File: config.mk
export PLATFORM = sky130hd
export DESIGN_NAME = maxnet_engine
export DESIGN_NICKNAME = d
export VERILOG_FILES = /design/src/rtl/maxnet_pkg.sv /design/src/rtl/maxnet_neuron.sv /design/src/rtl/maxnet_engine.sv
export SDC_FILE = /design/constraint.sdc
export NUM_CORES = 1
export LEC_CHECK = 0
export ABC_AREA = 1
export CORE_MARGIN = 5
export CORE_UTILIZATION = 43
export DETAILED_ROUTE_END_ITERATION = 7
export PLACE_DENSITY = 0.71
export SYNTH_ARGS = -nofsm -noshare
export SYNTH_HDL_FRONTEND = slang
export SYNTH_SLANG_ARGS = --single-unit
export TNS_END_PERCENT = 50
File: constraint.sdc
create_clock -name CLK -period 5.3 [get_ports CLK]
set_input_delay 1.06 -clock CLK [delete_from_list [all_inputs] [get_ports CLK]]
set_output_delay 1.06 -clock CLK [all_outputs]
set_load 0.01 [all_outputs]
File: src/rtl/maxnet_pkg.sv
// Shared types and helpers for the MaxNet winner-take-all engine.
package maxnet_pkg;

    typedef enum logic [1:0] {
        IDLE = 2'd0,
        ITER = 2'd1,
        DONE = 2'd2
    } state_e;

    localparam int NEURONS = 4;
    localparam int IDX_W   = 2;

    // The signed difference needs headroom for the W+2 bit sum plus a sign bit.
    function automatic int clamp_sub_width(input int w);
        return w + 3;
    endfunction

endpackage

File: src/rtl/maxnet_neuron.sv
// One MaxNet neuron: self value minus epsilon-weighted sum of the others,
// clamped at zero.
module maxnet_neuron
    import maxnet_pkg::*;
#(
    parameter int W         = 8,
    parameter int EPS_SHIFT = 3
) (
    input  logic [W-1:0] x_self_i,
    input  logic [W+1:0] sum_i,
    output logic [W-1:0] x_next_o
);

    localparam int DW = clamp_sub_width(W);

    logic [W+1:0]  others_s;
    logic [DW-1:0] inhib_s;
    logic [DW-1:0] diff_s;

    // Lateral inhibition update with negative results clamped to zero
    always_comb begin
        others_s = sum_i - {2'b00, x_self_i};
        inhib_s  = DW'(others_s >> EPS_SHIFT);
        diff_s   = DW'(x_self_i) - inhib_s;
        if (diff_s[DW-1]) begin
            x_next_o = '0;
        end else begin
            x_next_o = diff_s[W-1:0];
        end
    end

endmodule

File: src/rtl/maxnet_engine.sv
// 4-neuron MaxNet engine: accept a vector, iterate inhibition one update per
// clock until at most one neuron survives or the cap hits, then report argmax.
module maxnet_engine
    import maxnet_pkg::*;
#(
    parameter int W         = 8,
    parameter int EPS_SHIFT = 3,
    parameter int MAX_ITER  = 31
) (
    input  logic               CLK,
    input  logic               CLR,
    input  logic               in_valid,
    output logic               in_ready,
    input  logic [4*W-1:0]     in_data,
    output logic               out_valid,
    input  logic               out_ready,
    output logic [IDX_W-1:0]   out_index,
    output logic [W-1:0]       out_value,
    output logic               out_timeout
);

    localparam int IW = $clog2(MAX_ITER + 1);

    state_e             state_q, state_d;
    logic [W-1:0]       x_q     [NEURONS];
    logic [W-1:0]       x_d     [NEURONS];
    logic [W-1:0]       x_upd_s [NEURONS];
    logic [IW-1:0]      iter_q, iter_d;
    logic               out_valid_q, out_valid_d;
    logic [IDX_W-1:0]   out_index_q, out_index_d;
    logic [W-1:0]       out_value_q, out_value_d;
    logic               out_timeout_q, out_timeout_d;

    logic [W+1:0]       sum_s;
    logic [2:0]         nz_cnt_s;
    logic [IDX_W-1:0]   max_idx_s;
    logic [W-1:0]       max_val_s;

    for (genvar g = 0; g < NEURONS; g++) begin : g_neuron
        maxnet_neuron #(
            .W         (W),
            .EPS_SHIFT (EPS_SHIFT)
        ) u_neuron (
            .x_self_i (x_q[g]),
            .sum_i    (sum_s),
            .x_next_o (x_upd_s[g])
        );
    end

    // Sum, survivor count and lowest-index argmax over the current values
    always_comb begin
        sum_s     = '0;
        nz_cnt_s  = '0;
        max_idx_s = '0;
        max_val_s = '0;
        for (int i = 0; i < NEURONS; i++) begin
            sum_s = sum_s + (W+2)'(x_q[i]);
            if (x_q[i] != '0) begin
                nz_cnt_s = nz_cnt_s + 3'd1;
            end else begin
                nz_cnt_s = nz_cnt_s;
            end
            // Strict compare keeps the lowest index on ties
            if (x_q[i] > max_val_s) begin
                max_val_s = x_q[i];
                max_idx_s = IDX_W'(i);
            end else begin
                max_val_s = max_val_s;
            end
        end
    end

    // Next-state and next-output logic
    always_comb begin
        state_d       = state_q;
        iter_d        = iter_q;
        x_d           = x_q;
        out_valid_d   = out_valid_q;
        out_index_d   = out_index_q;
        out_value_d   = out_value_q;
        out_timeout_d = out_timeout_q;
        case (state_q)
            IDLE: begin
                if (in_valid) begin
                    state_d = ITER;
                    iter_d  = '0;
                    for (int i = 0; i < NEURONS; i++) begin
                        x_d[i] = in_data[i*W +: W];
                    end
                end else begin
                    state_d = IDLE;
                end
            end
            ITER: begin
                if (nz_cnt_s <= 3'd1) begin
                    state_d       = DONE;
                    out_valid_d   = 1'b1;
                    out_index_d   = max_idx_s;
                    out_value_d   = max_val_s;
                    out_timeout_d = 1'b0;
                end else if (iter_q == IW'(MAX_ITER)) begin
                    state_d       = DONE;
                    out_valid_d   = 1'b1;
                    out_index_d   = max_idx_s;
                    out_value_d   = max_val_s;
                    out_timeout_d = 1'b1;
                end else begin
                    x_d    = x_upd_s;
                    iter_d = iter_q + IW'(1);
                end
            end
            DONE: begin
                if (out_ready) begin
                    state_d     = IDLE;
                    out_valid_d = 1'b0;
                end else begin
                    state_d = DONE;
                end
            end
            default: begin
                state_d     = IDLE;
                out_valid_d = 1'b0;
            end
        endcase
    end

    // State, datapath and output registers
    always_ff @(posedge CLK or posedge CLR) begin
        if (CLR) begin
            state_q       <= IDLE;
            iter_q        <= '0;
            out_valid_q   <= 1'b0;
            out_index_q   <= '0;
            out_value_q   <= '0;
            out_timeout_q <= 1'b0;
            for (int i = 0; i < NEURONS; i++) begin
                x_q[i] <= '0;
            end
        end else begin
            state_q       <= state_d;
            iter_q        <= iter_d;
            out_valid_q   <= out_valid_d;
            out_index_q   <= out_index_d;
            out_value_q   <= out_value_d;
            out_timeout_q <= out_timeout_d;
            for (int i = 0; i < NEURONS; i++) begin
                x_q[i] <= x_d[i];
            end
        end
    end

    assign in_ready    = (state_q == IDLE);
    assign out_valid   = out_valid_q;
    assign out_index   = out_index_q;
    assign out_value   = out_value_q;
    assign out_timeout = out_timeout_q;

endmodule
# After elaboration in Yosys (flattened, before gate mapping)
# Index checks and enable logic that the tools add are counted.
dict set report word_totals {
  register_bits 51
  latch_bits 0
  mem_bits_rw 0
  romBits 0
  inputBits 36
  output_inout_bits 13
  elab_cells 86
  memories 0
}
dict set report op_classes {
  addsub 15
  mul 0
  div 0
  n_lt_le_gt_ge 5
  eq_ne 8
  shift 0
  mux 37
  bitwise_logic 1
  n_reduce_logical 10
}
# operator n
set ops {}
lappend ops {{$mux 32} 3}
lappend ops {{$mux 8} 10}
lappend ops {{$pmux 32 s2} 1}
lappend ops {{$sub 10x8->10} 4}
lappend ops {{$sub 8x7->9} 4}
lappend ops {{$reduce_bool 8->1} 4}
lappend ops {{$gt 8x8->1} 3}
lappend ops {{$mux 5} 3}
lappend ops {{$mux 2} 7}
lappend ops {{$add 10x8->10} 1}
lappend ops {{$add 9x8->10} 1}
lappend ops {{$pmux 5 s2} 1}
lappend ops {{$add 3x1->3 const B} 3}
lappend ops {{$add 8x8->9} 1}
lappend ops {{$mux 3} 3}
lappend ops {{$gt 8x1->1 const B} 1}
lappend ops {{$ne 2x2->1 const B} 4}
lappend ops {{$mux 1} 7}
lappend ops {{$pmux 2 s3} 1}
lappend ops {{$add 5x1->5 const B} 1}
lappend ops {{$eq 5x5->1 const B} 1}
lappend ops {{$reduce_and 4->1} 1}
lappend ops {{$reduce_bool 2->1} 2}
lappend ops {{$le 3x1->1 const B} 1}
lappend ops {{other kinds (8)} 8}

# Logic depth before layout (Yosys ltp)
# Gate-level depths: netlist of run 1.
dict set report logic_depth {
  ltp_word 11
  depth_mapped 35
}

# Cells and area by module
# A second synthesis of run 1 with hierarchy kept.
dict set report hier_totals {
  cells_unflattened 1114
  hier_area_um2 7454.6
}
# module n_inst cells_per_inst area_per_inst_um2 seq_area_each_um2
set modules_own_cells {}
lappend modules_own_cells {maxnet_engine 1 506 4240.3 1276.2}
lappend modules_own_cells {{maxnet_neuron at g_neuron[0].u_neuron ...} 3 152 803.3 0.0}
lappend modules_own_cells {{maxnet_neuron at g_neuron[3].u_neuron} 1 152 804.5 0.0}

# Least setup slack after synthesis of run 1
# No wires, ideal clock.
dict set report synth_timing {
  kind {reg-to-reg}
  start {register x_q[9] (netlist name)}
  end {register x_q[31] (netlist name)}
  setup_ns 0.117
  arrival_time_ns 4.739
  t_required_ns 5.183
  slack_ns 0.445
  path_stages_with_launch 26
  path_buffers 0
  synth_period_minus_slack_ns 4.855
  path_cell_list {dfrtp_1 > inv_1 > fa_1 > fa_1 > inv_1 > ha_1 > fa_1 > nand3_1 > nand3_1 > xor2_1 > inv_1 > ha_1 > inv_1 > o311ai_0 > nand2_1 > nand4_1 > nand2_1 > ha_1 > nand2_1 > o21ai_0 > a21oi_1 > inv_1 > nand3_1 > o21ai_0 > nand2_1 > nand2_1}
}
dict set report synth_between {
  elab_chain_len 8
  elab_cells_between_ends 15
  cone_classes {add/sub: 5; order compare: 1; eq/ne: 1; mux: 6; reduce/logical: 2}
}
# item line_no
set synth_lines {}
lappend synth_lines {{start, declared} maxnet_engine.sv:25} ;# logic [W-1:0] x_q [NEURONS];
lappend synth_lines {{start signal, assigned by index} maxnet_engine.sv:147} ;# x_q[i] <= x_d[i];
lappend synth_lines {{$add 9x8->10} maxnet_engine.sv:57} ;# sum_s = sum_s + (W+2)'(x_q[i]);
lappend synth_lines {{$add 10x8->10} maxnet_engine.sv:57}
lappend synth_lines {{$sub 10x8->10} maxnet_neuron.sv:22} ;# others_s = sum_i - {2'b00, x_self_i};
lappend synth_lines {{$sub 8x7->9} maxnet_neuron.sv:24} ;# diff_s = DW'(x_self_i) - inhib_s;
lappend synth_lines {{$mux 8} maxnet_neuron.sv:25} ;# if (diff_s[DW-1]) begin
lappend synth_lines {{$mux 32} maxnet_engine.sv:101} ;# end else if (iter_q == IW'(MAX_ITER)) begin
lappend synth_lines {{$mux 32} maxnet_engine.sv:95} ;# if (nz_cnt_s <= 3'd1) begin
lappend synth_lines {{$pmux 32 s2} maxnet_engine.sv:82} ;# case (state_q)
# Parallel ways exist; a longest one is shown, timed or not. The select of a mux whose other input is x is not followed.
# A chain may end at the register's enable or synchronous reset.

# Worst setup path in the final report of run 1
dict set report layout_timing {
  start {register x_q[17] (netlist name)}
  end {register x_q[10] (netlist name)}
}
dict set report layout_between {
  elab_chain_len 9
  elab_cells_between_ends 18
  cone_classes {add/sub: 7; order compare: 1; eq/ne: 1; mux: 7; reduce/logical: 2}
}
# item line_no
set layout_lines {}
lappend layout_lines {{$add 8x8->9 or $reduce_bool 8->1 (tied branches)} {maxnet_engine.sv:57, maxnet_engine.sv:58}}
lappend layout_lines {{$add 9x8->10 or $mux 3 (tied branches)} {maxnet_engine.sv:57, maxnet_engine.sv:58}}
lappend layout_lines {{$add 10x8->10 or $add 3x1->3 (tied branches)} {maxnet_engine.sv:57, maxnet_engine.sv:59}}
lappend layout_lines {{$sub 10x8->10 or $mux 3 (tied branches)} {maxnet_neuron.sv:22, maxnet_engine.sv:58}}
lappend layout_lines {{$sub 8x7->9 or $add 3x1->3 (tied branches)} {maxnet_neuron.sv:24, maxnet_engine.sv:59}}
lappend layout_lines {{$mux 8 or $mux 3 (tied branches)} {maxnet_neuron.sv:25, maxnet_engine.sv:58}}
lappend layout_lines {{$mux 32 or $le 3x1->1 (tied branches)} {maxnet_engine.sv:101, maxnet_engine.sv:95}}
lappend layout_lines {{$mux 32 or $ne 2x2->1 (tied branches)} --}
lappend layout_lines {{$pmux 32 s2 or $reduce_and 4->1 (tied branches)} --}
# Parallel ways exist; a longest one is shown, timed or not. The select of a mux whose other input is x is not followed.

==> key figures, run 1 <==
Clock network
  • Clk sinks: 51
  • CTS clk-pin slew, worst paths: 0.07 ns
  • Htree depth: 2
  • Clk root buf: clkbuf_16
  • Longest Clk Path Bufs: 2
  • Clock Latency Late Sink: 0.31 ns
  • CTS tree: done
  • CTS buffer count: 5

Die
  • Row count: 45
  • Die X: 135 um
  • Die area: 0.0183 mm^2
  • Starting Density: 0.440
  • Core area: 0.0153 mm^2
  • DIE HEIGHT: 135 um
  • IO Pins: 49

Route
  • DR vias: 6783
  • DRT antenna net count: 0
  • Pre-antenna DRT Iters: 5
  • Via density: 5.22
  • Detailed Route Iter0 Violations: 435
  • DRC errors left: 0
  • Routed len/inst: 15.7 um
  • Total Wirelength: 20400 um

Hold path
  • Hold Path Class: register to register

Synth
  • Sequential-to-total area share from yosys stat: 0.189
  • Post-Syn Area: 0.00674 mm^2
  • Post-Syn Area per Cell: 6.82 um^2
  • Synth Warn #: 0
  • Net Count, Synth: 1140
  • Yosys reg bits: 51
  • Cell variety after synth: 37
  • Cells after Synth: 988

Global routing
  • GR Overflow Total: 0
  • Vias in the first global route: 6278
  • Antenna violations before repair: 0
  • GRT Overall Usage: 0.223
  • First-pass GRT wire length: 32300 um
  • Largest net degree at the start of global routing: 52

Critical path
  • Crit path max-delay family: adder cells
  • Required time of the critical path: 5.55 ns
  • Crit-path slowest cell: fa_1
  • Startpoint types: register
  • Crit path buf inv count: 6
  • Worst path max stage delay: 0.49 ns
  • Cell mode on critical path: nand2_1
  • Crit Path Category: register to register
  • Maximum fanout along the worst path: 6
  • Worst EP arrival: 5.32 ns
  • Critical Path Sink Type: register

Job
  • Maximum Capacitance Violations: 0

Place
  • Routability cong.: 0.987
  • Placed wire-length estimate: 16000 um
  • I/O Buffers: 48

Finish
  • # diodes: 0
  • Most frequent cells in the layout: nand2_1 (309), inv_1 (130), ha_1 (85)
  • Share of layout cells above drive strength 1: 0.120
  • Final core occ: 0.539
  • Synth-to-layout area growth: 22.4%
  • Leading cell type in the layout, fill and taps excluded: nand2_1
  • Nets: 1241
  • FILL cells: 1502

STA
  • Clock skew: 0.00917 ns
  • Final Hold Vio Count: 0
  • Pins Over Slew Limit: 0
  • F_max: 0.197 GHz
  • Tightest Pin Transition: 0.737 ns
  • RSZ-0062 raised after global routing: true
  • Endpoints failing setup: 0
  • Fin crit share: 0.956
  • Slew headroom: 0.508
  • Post-Route Setup TNS: 0 ns
  • Period minus WS final: 5.06 ns

Status
  • Status: complete, no violations
==> logic make-up after synthesis <==
| family | count (synthesis) | synth area share |
|---|---|---|
| and+or+nand+nor | 485 | 0.312 |
| xor gates and xnor gates | 50 | 0.0650 |
| DFF | 51 | 0.189 |
| adders and majority gates | 116 | 0.239 |
| AOI/OAI and AO/OA | 124 | 0.0988 |
| buffers and inverters | 162 | 0.0958 |
==> synthesized netlist by cell type <==
cell type	count	area, um^2
nand2_2	4	25.0
xor2_1	38	333
a31o_2	1	8.76
o31ai_1	3	22.5
nor3b_1	1	7.51
nand4_1	38	238
nand3b_1	1	7.51
ha_1	95	1190
o21a_1	3	22.5
inv_1	137	514
nor2_2	1	6.26
nor2_4	1	11.3
or2_2	4	25.0
nor3_1	5	25.0
nor2_1	35	131
a21oi_1	61	305
nand3_4	2	35.0
a21o_1	1	7.51
inv_2	5	18.8
nor4_1	3	18.8
o311ai_0	1	8.76
o211ai_1	3	22.5
nand2_1	313	1170
nand3_1	68	340
or2_1	1	6.26
xnor2_1	12	105
o21ai_0	46	230
clkinv_1	2	7.51
fa_1	21	420
nand3_2	1	10.0
clkbuf_1	9	33.8
o21bai_1	5	37.5
buf_2	3	15.0
buf_4	3	22.5
buf_6	3	33.8
and2_1	7	43.8
dfrtp_1	51	1280
==> flip-flops by register name, summed over array words and instances (netlist names) <==
name         cells
iter_q           5
out_index        2
state_q          2
out_timeout      1
out_valid        1
out_value        8
x_q             32
==> area by class of cell <==
type | count | area (um^2) | share of cell area
Timing Repair Buffer | 112 | 961 | 0.117
Tap cell | 211 | 264 | 0.0320
Clock inverter | 1 | 30.0 | 0.00364
Multi-Input combinational cell | 775 | 5050 | 0.612
Sequential cell | 51 | 1280 | 0.155
Clock buffer | 6 | 129 | 0.0156
Inverter | 144 | 541 | 0.0655
==> worst paths after layout <==
| kind | from | to | slack (ns) | depth (start not counted) |
|---|---|---|---|---|
| worst max-delay path | x_q[17] | x_q[10] | 0.24 | 27 |
| worst min-delay path | out_index[0] | out_index[0] | 0.47 | 2 |
| worst max register to register | x_q[17] | x_q[10] | 0.24 | 27 |
| worst min register to register | out_index[0] | out_index[0] | 0.47 | 2 |
| max in group asynchronous | CLR | x_q[18] | 3.58 | 3 |
| min in group asynchronous | CLR | iter_q[1] | 1.26 | 3 |
==> routing by layer <==
layer / wire length (um) / GRT usage
met1: 9630 / 0.328
met2: 8850 / 0.336
met4: 554 / 0.0666
met5: 0 / 0
met3: 1350 / 0.0375
==> worst reg2reg max path: stages, from the launching register on <==
cell and delay [ns]:
dfrtp_1 0.38, inv_1 0.10, fa_1 0.45, fa_1 0.49
inv_1 0.05, ha_2 0.20, fa_2 0.38, nand3_2 0.10
nand3_4 0.09, xor2_1 0.18, inv_2 0.10, buf_4 0.15
ha_1 0.30, a21oi_1 0.22, o31ai_1 0.09, a21oi_1 0.20
nand2_1 0.14, xor2_2 0.21, ha_4 0.29, inv_2 0.04
nor2_2 0.09, nand3_1 0.08, nand2_1 0.08, nand2_2 0.09
buf_4 0.17, o21ai_0 0.14, nand4_1 0.10, nand2_1 0.09
==> repair_timing <==
item,CTS,global route
resized for setup,7,56
hold endpoints to repair,0,0
hold buffers,0,0
endpoints found under the setup margin,13,32
pin swaps,0,14
setup buffers,0,7
gates cloned,0,0
==> through the flow <==
stage | cells | setup slack, ns | instance area, um^2 | hold WS (ns)
after global routing | 1300 | -0.0173 | 8250 | 0.500
after CTS | 1293 | 0.00648 | 7970 | 0.476
after detailed placement | 1286 | -0.0311 | 7810 | 0.459
after floorplan | 988 | 0.445 | 6740 | 0.448
after global placement | 1286 | 0.00969 | 7810 | 0.455
final | 1300 | 0.235 | 8250 | 0.472
Power of run 1 is not shown: default switching activity piles up to over one toggle a cycle in this logic, so the estimate is an artifact.
==> run 2: changes to the inputs <==
--- a/config.mk
+++ b/config.mk
@@ -6,6 +6,7 @@
 export NUM_CORES = 1
 export LEC_CHECK = 0
 export ABC_AREA = 1
+export ABC_CLOCK_PERIOD_IN_PS = 5300
 export CORE_MARGIN = 5
 export CORE_UTILIZATION = 43
 export DETAILED_ROUTE_END_ITERATION = 7
==> results of run 2 <==
Final layout, timing and power as in run 1 (identical DEF).
Power of run 2 is left out for the same reason.
==> run 3: changes to the inputs <==
--- a/config.mk
+++ b/config.mk
@@ -8,9 +8,9 @@
 export ABC_AREA = 1
 export ABC_CLOCK_PERIOD_IN_PS = 5300
 export CORE_MARGIN = 5
-export CORE_UTILIZATION = 43
+export CORE_UTILIZATION = 40
 export DETAILED_ROUTE_END_ITERATION = 7
-export PLACE_DENSITY = 0.71
+export PLACE_DENSITY = 0.67
 export SYNTH_ARGS = -nofsm -noshare
 export SYNTH_HDL_FRONTEND = slang
 export SYNTH_SLANG_ARGS = --single-unit
==> run 3 against run 2 <==
Global-route usage down 1.4 points. Count of clock-buffer cells in the layout stayed put. Critical path depth is 2 lower. Clock skew down 0.0034 ns. Setup slack worse by 0.0065 ns.
==> key figures, run 3 (synthesis gave the netlist of run 1 again) <==
Critical path
  • Crit Path Category: register to register (unchanged)
  • Maximum fanout along the worst path: 4 (was 6)
  • Crit-path slowest cell: fa_1 (unchanged)
  • Startpoint types: register (unchanged)
  • Critical Path Sink Type: register (unchanged)
  • Worst path max stage delay: 0.52 ns (was 0.49 ns)
  • Worst EP arrival: 5.31 ns (was 5.32 ns)
  • Cell mode on critical path: nand2_1 (unchanged)
  • Required time of the critical path: 5.54 ns (was 5.55 ns)

Clock network
  • CTS clk-pin slew, worst paths: 0.07 ns (about the same)
  • CTS buffer count: 5 (unchanged)
  • Clock Latency Late Sink: 0.31 ns (about the same)
  • Clk root buf: clkbuf_16 (unchanged)
  • Htree depth: 2 (unchanged)
  • Hold_buf cts: 0 (unchanged)
  • CTS tree: done (unchanged)
  • Longest Clk Path Bufs: 2 (unchanged)
  • Clk sinks: 51 (unchanged)

Route
  • Total Wirelength: 20900 um (was 20400 um)
  • Pre-antenna DRT Iters: 5 (unchanged)
  • Via density: 5.17 (was 5.22)
  • DRC errors left: 0 (unchanged)
  • DR vias: 6725 (was 6783)
  • DRT antenna net count: 0 (unchanged)
  • Detailed Route Iter0 Violations: 631 (was 435)
  • Routed len/inst: 16.1 um (was 15.7 um)

STA
  • F_max: 0.197 GHz (about the same)
  • Clock skew: 0.00576 ns (was 0.00917 ns)
  • Pins Over Slew Limit: 0 (unchanged)
  • Tightest Pin Transition: 0.726 ns (was 0.737 ns)
  • Fin crit share: 0.957 (was 0.956)
  • Final Hold Vio Count: 0 (unchanged)
  • Slew headroom: 0.516 (was 0.508)
  • Period minus WS final: 5.07 ns (was 5.06 ns)
  • Endpoints failing setup: 0 (unchanged)

Die
  • IO Pins: 49 (unchanged)
  • Starting Density: 0.406 (was 0.440)
  • Die X: 140 um (was 135 um)
  • Die area: 0.0195 mm^2 (was 0.0183 mm^2)
  • DIE HEIGHT: 140 um (was 135 um)
  • Core area: 0.0166 mm^2 (was 0.0153 mm^2)
  • Row count: 47 (was 45)

Global routing
  • Vias in the first global route: 6308 (was 6278)
  • Antenna violations before repair: 0 (unchanged)
  • First-pass GRT wire length: 32900 um (was 32300 um)
  • GRT Overall Usage: 0.209 (was 0.223)
  • GR Overflow Total: 0 (unchanged)
  • Largest net degree at the start of global routing: 52 (unchanged)

Place
  • I/O Buffers: 48 (unchanged)
  • Placed wire-length estimate: 16300 um (was 16000 um)
  • # placed instances: 1287 (was 1286)
  • Post-DP Area: 0.00776 mm^2 (was 0.00781 mm^2)
  • Routability cong.: 0.958 (was 0.987)

Finish
  • Share of layout cells above drive strength 1: 0.114 (was 0.120)
  • Sequential Area: 0.00128 mm^2 (unchanged)
  • Synth-to-layout area growth: 20.6% (was 22.4%)
  • Leading cell type in the layout, fill and taps excluded: nand2_1 (unchanged)
  • FILL cells: 1717 (was 1502)
  • Design Area, Final: 0.00813 mm^2 (was 0.00825 mm^2)
  • Nets: 1233 (was 1241)
  • Largest Register: x_q (unchanged)
  • # diodes: 0 (unchanged)
  • Final Non-Filler Cells: 1300 (unchanged)
  • Most frequent cells in the layout: nand2_1 (308), inv_1 (128), ha_1 (89) (was nand2_1 (309), inv_1 (130), ha_1 (85))
  • Largest register FFs: 32 (unchanged)
  • Multi-input logic area: 0.00501 mm^2 (was 0.00505 mm^2)

Job
  • Maximum Capacitance Violations: 0 (unchanged)

Status
  • Status: complete, no violations (unchanged)

Hold path
  • Hold Path Class: register to register (unchanged)
## run 3: changes by cell type in the layout (fill, tap and decap cells not counted), moves of 3 or more
cell	previous run	this run
o21ai_1	13	10
ha_4	8	4
o21ai_0	28	32
buf_4	64	56
ha_1	85	89
## run 3: through the flow
step / utilization / hold WS, ns / setup WS, ns / TNS (ns)
floorplan: - / 0.448 / 0.445 / 0
global placement: 0.468 / 0.457 / 0.0375 / 0
detailed placement: 0.468 / 0.458 / -0.0260 / -0.0394
CTS: 0.476 / 0.476 / 0.0145 / 0
global route: 0.490 / 0.497 / -0.0465 / -0.141
finish: 0.490 / 0.473 / 0.229 / 0
## run 3: critical path: cells and delay by family (launching register included)
family | cells | cell delay [ns]
xor gates and xnor gates | 1 | 0.50
adders and majority gates | 5 | 2.01
buffers and inverters | 3 | 0.31
AOI/OAI and AO/OA | 5 | 0.82
and+or+nand+nor | 11 | 0.97
DFF | 1 | 0.39
## run 3: per-layer routing
layer  global-route usage  share of wire
met2                0.322           0.43
met4               0.0683          0.029
met5                    0              0
met3               0.0292          0.060
met1                0.302           0.48
## run 3: cell type report
class / count / area share
multi-input combinational: 775 / 0.616
sequential: 51 / 0.157
timing repair buffer: 104 / 0.111
inverter: 144 / 0.0665
tap: 220 / 0.0339
clock buffer: 6 / 0.0159
## run 3: worst paths after layout
check	start	endpoint	slack, ns	cells after the start
max	x_q[11]	x_q[26]	0.23	25
min	out_index[0]	out_index[0]	0.47	2
max reg2reg	x_q[11]	x_q[26]	0.23	25
min reg2reg	out_index[0]	out_index[0]	0.47	2
max in group asynchronous	CLR	x_q[26]	3.54	3
min in group asynchronous	CLR	iter_q[2]	1.27	3
## run 3: what timing repair did
| action | 4_1_cts | 5_1_grt |
|---|---|---|
| setup buffers | 0 | 7 |
| gates resized for setup | 2 | 59 |
| setup endpoints to repair | 8 | 32 |
| gates cloned | 0 | 0 |
| pin swaps | 0 | 24 |
Power of run 3 is left out for the same reason.
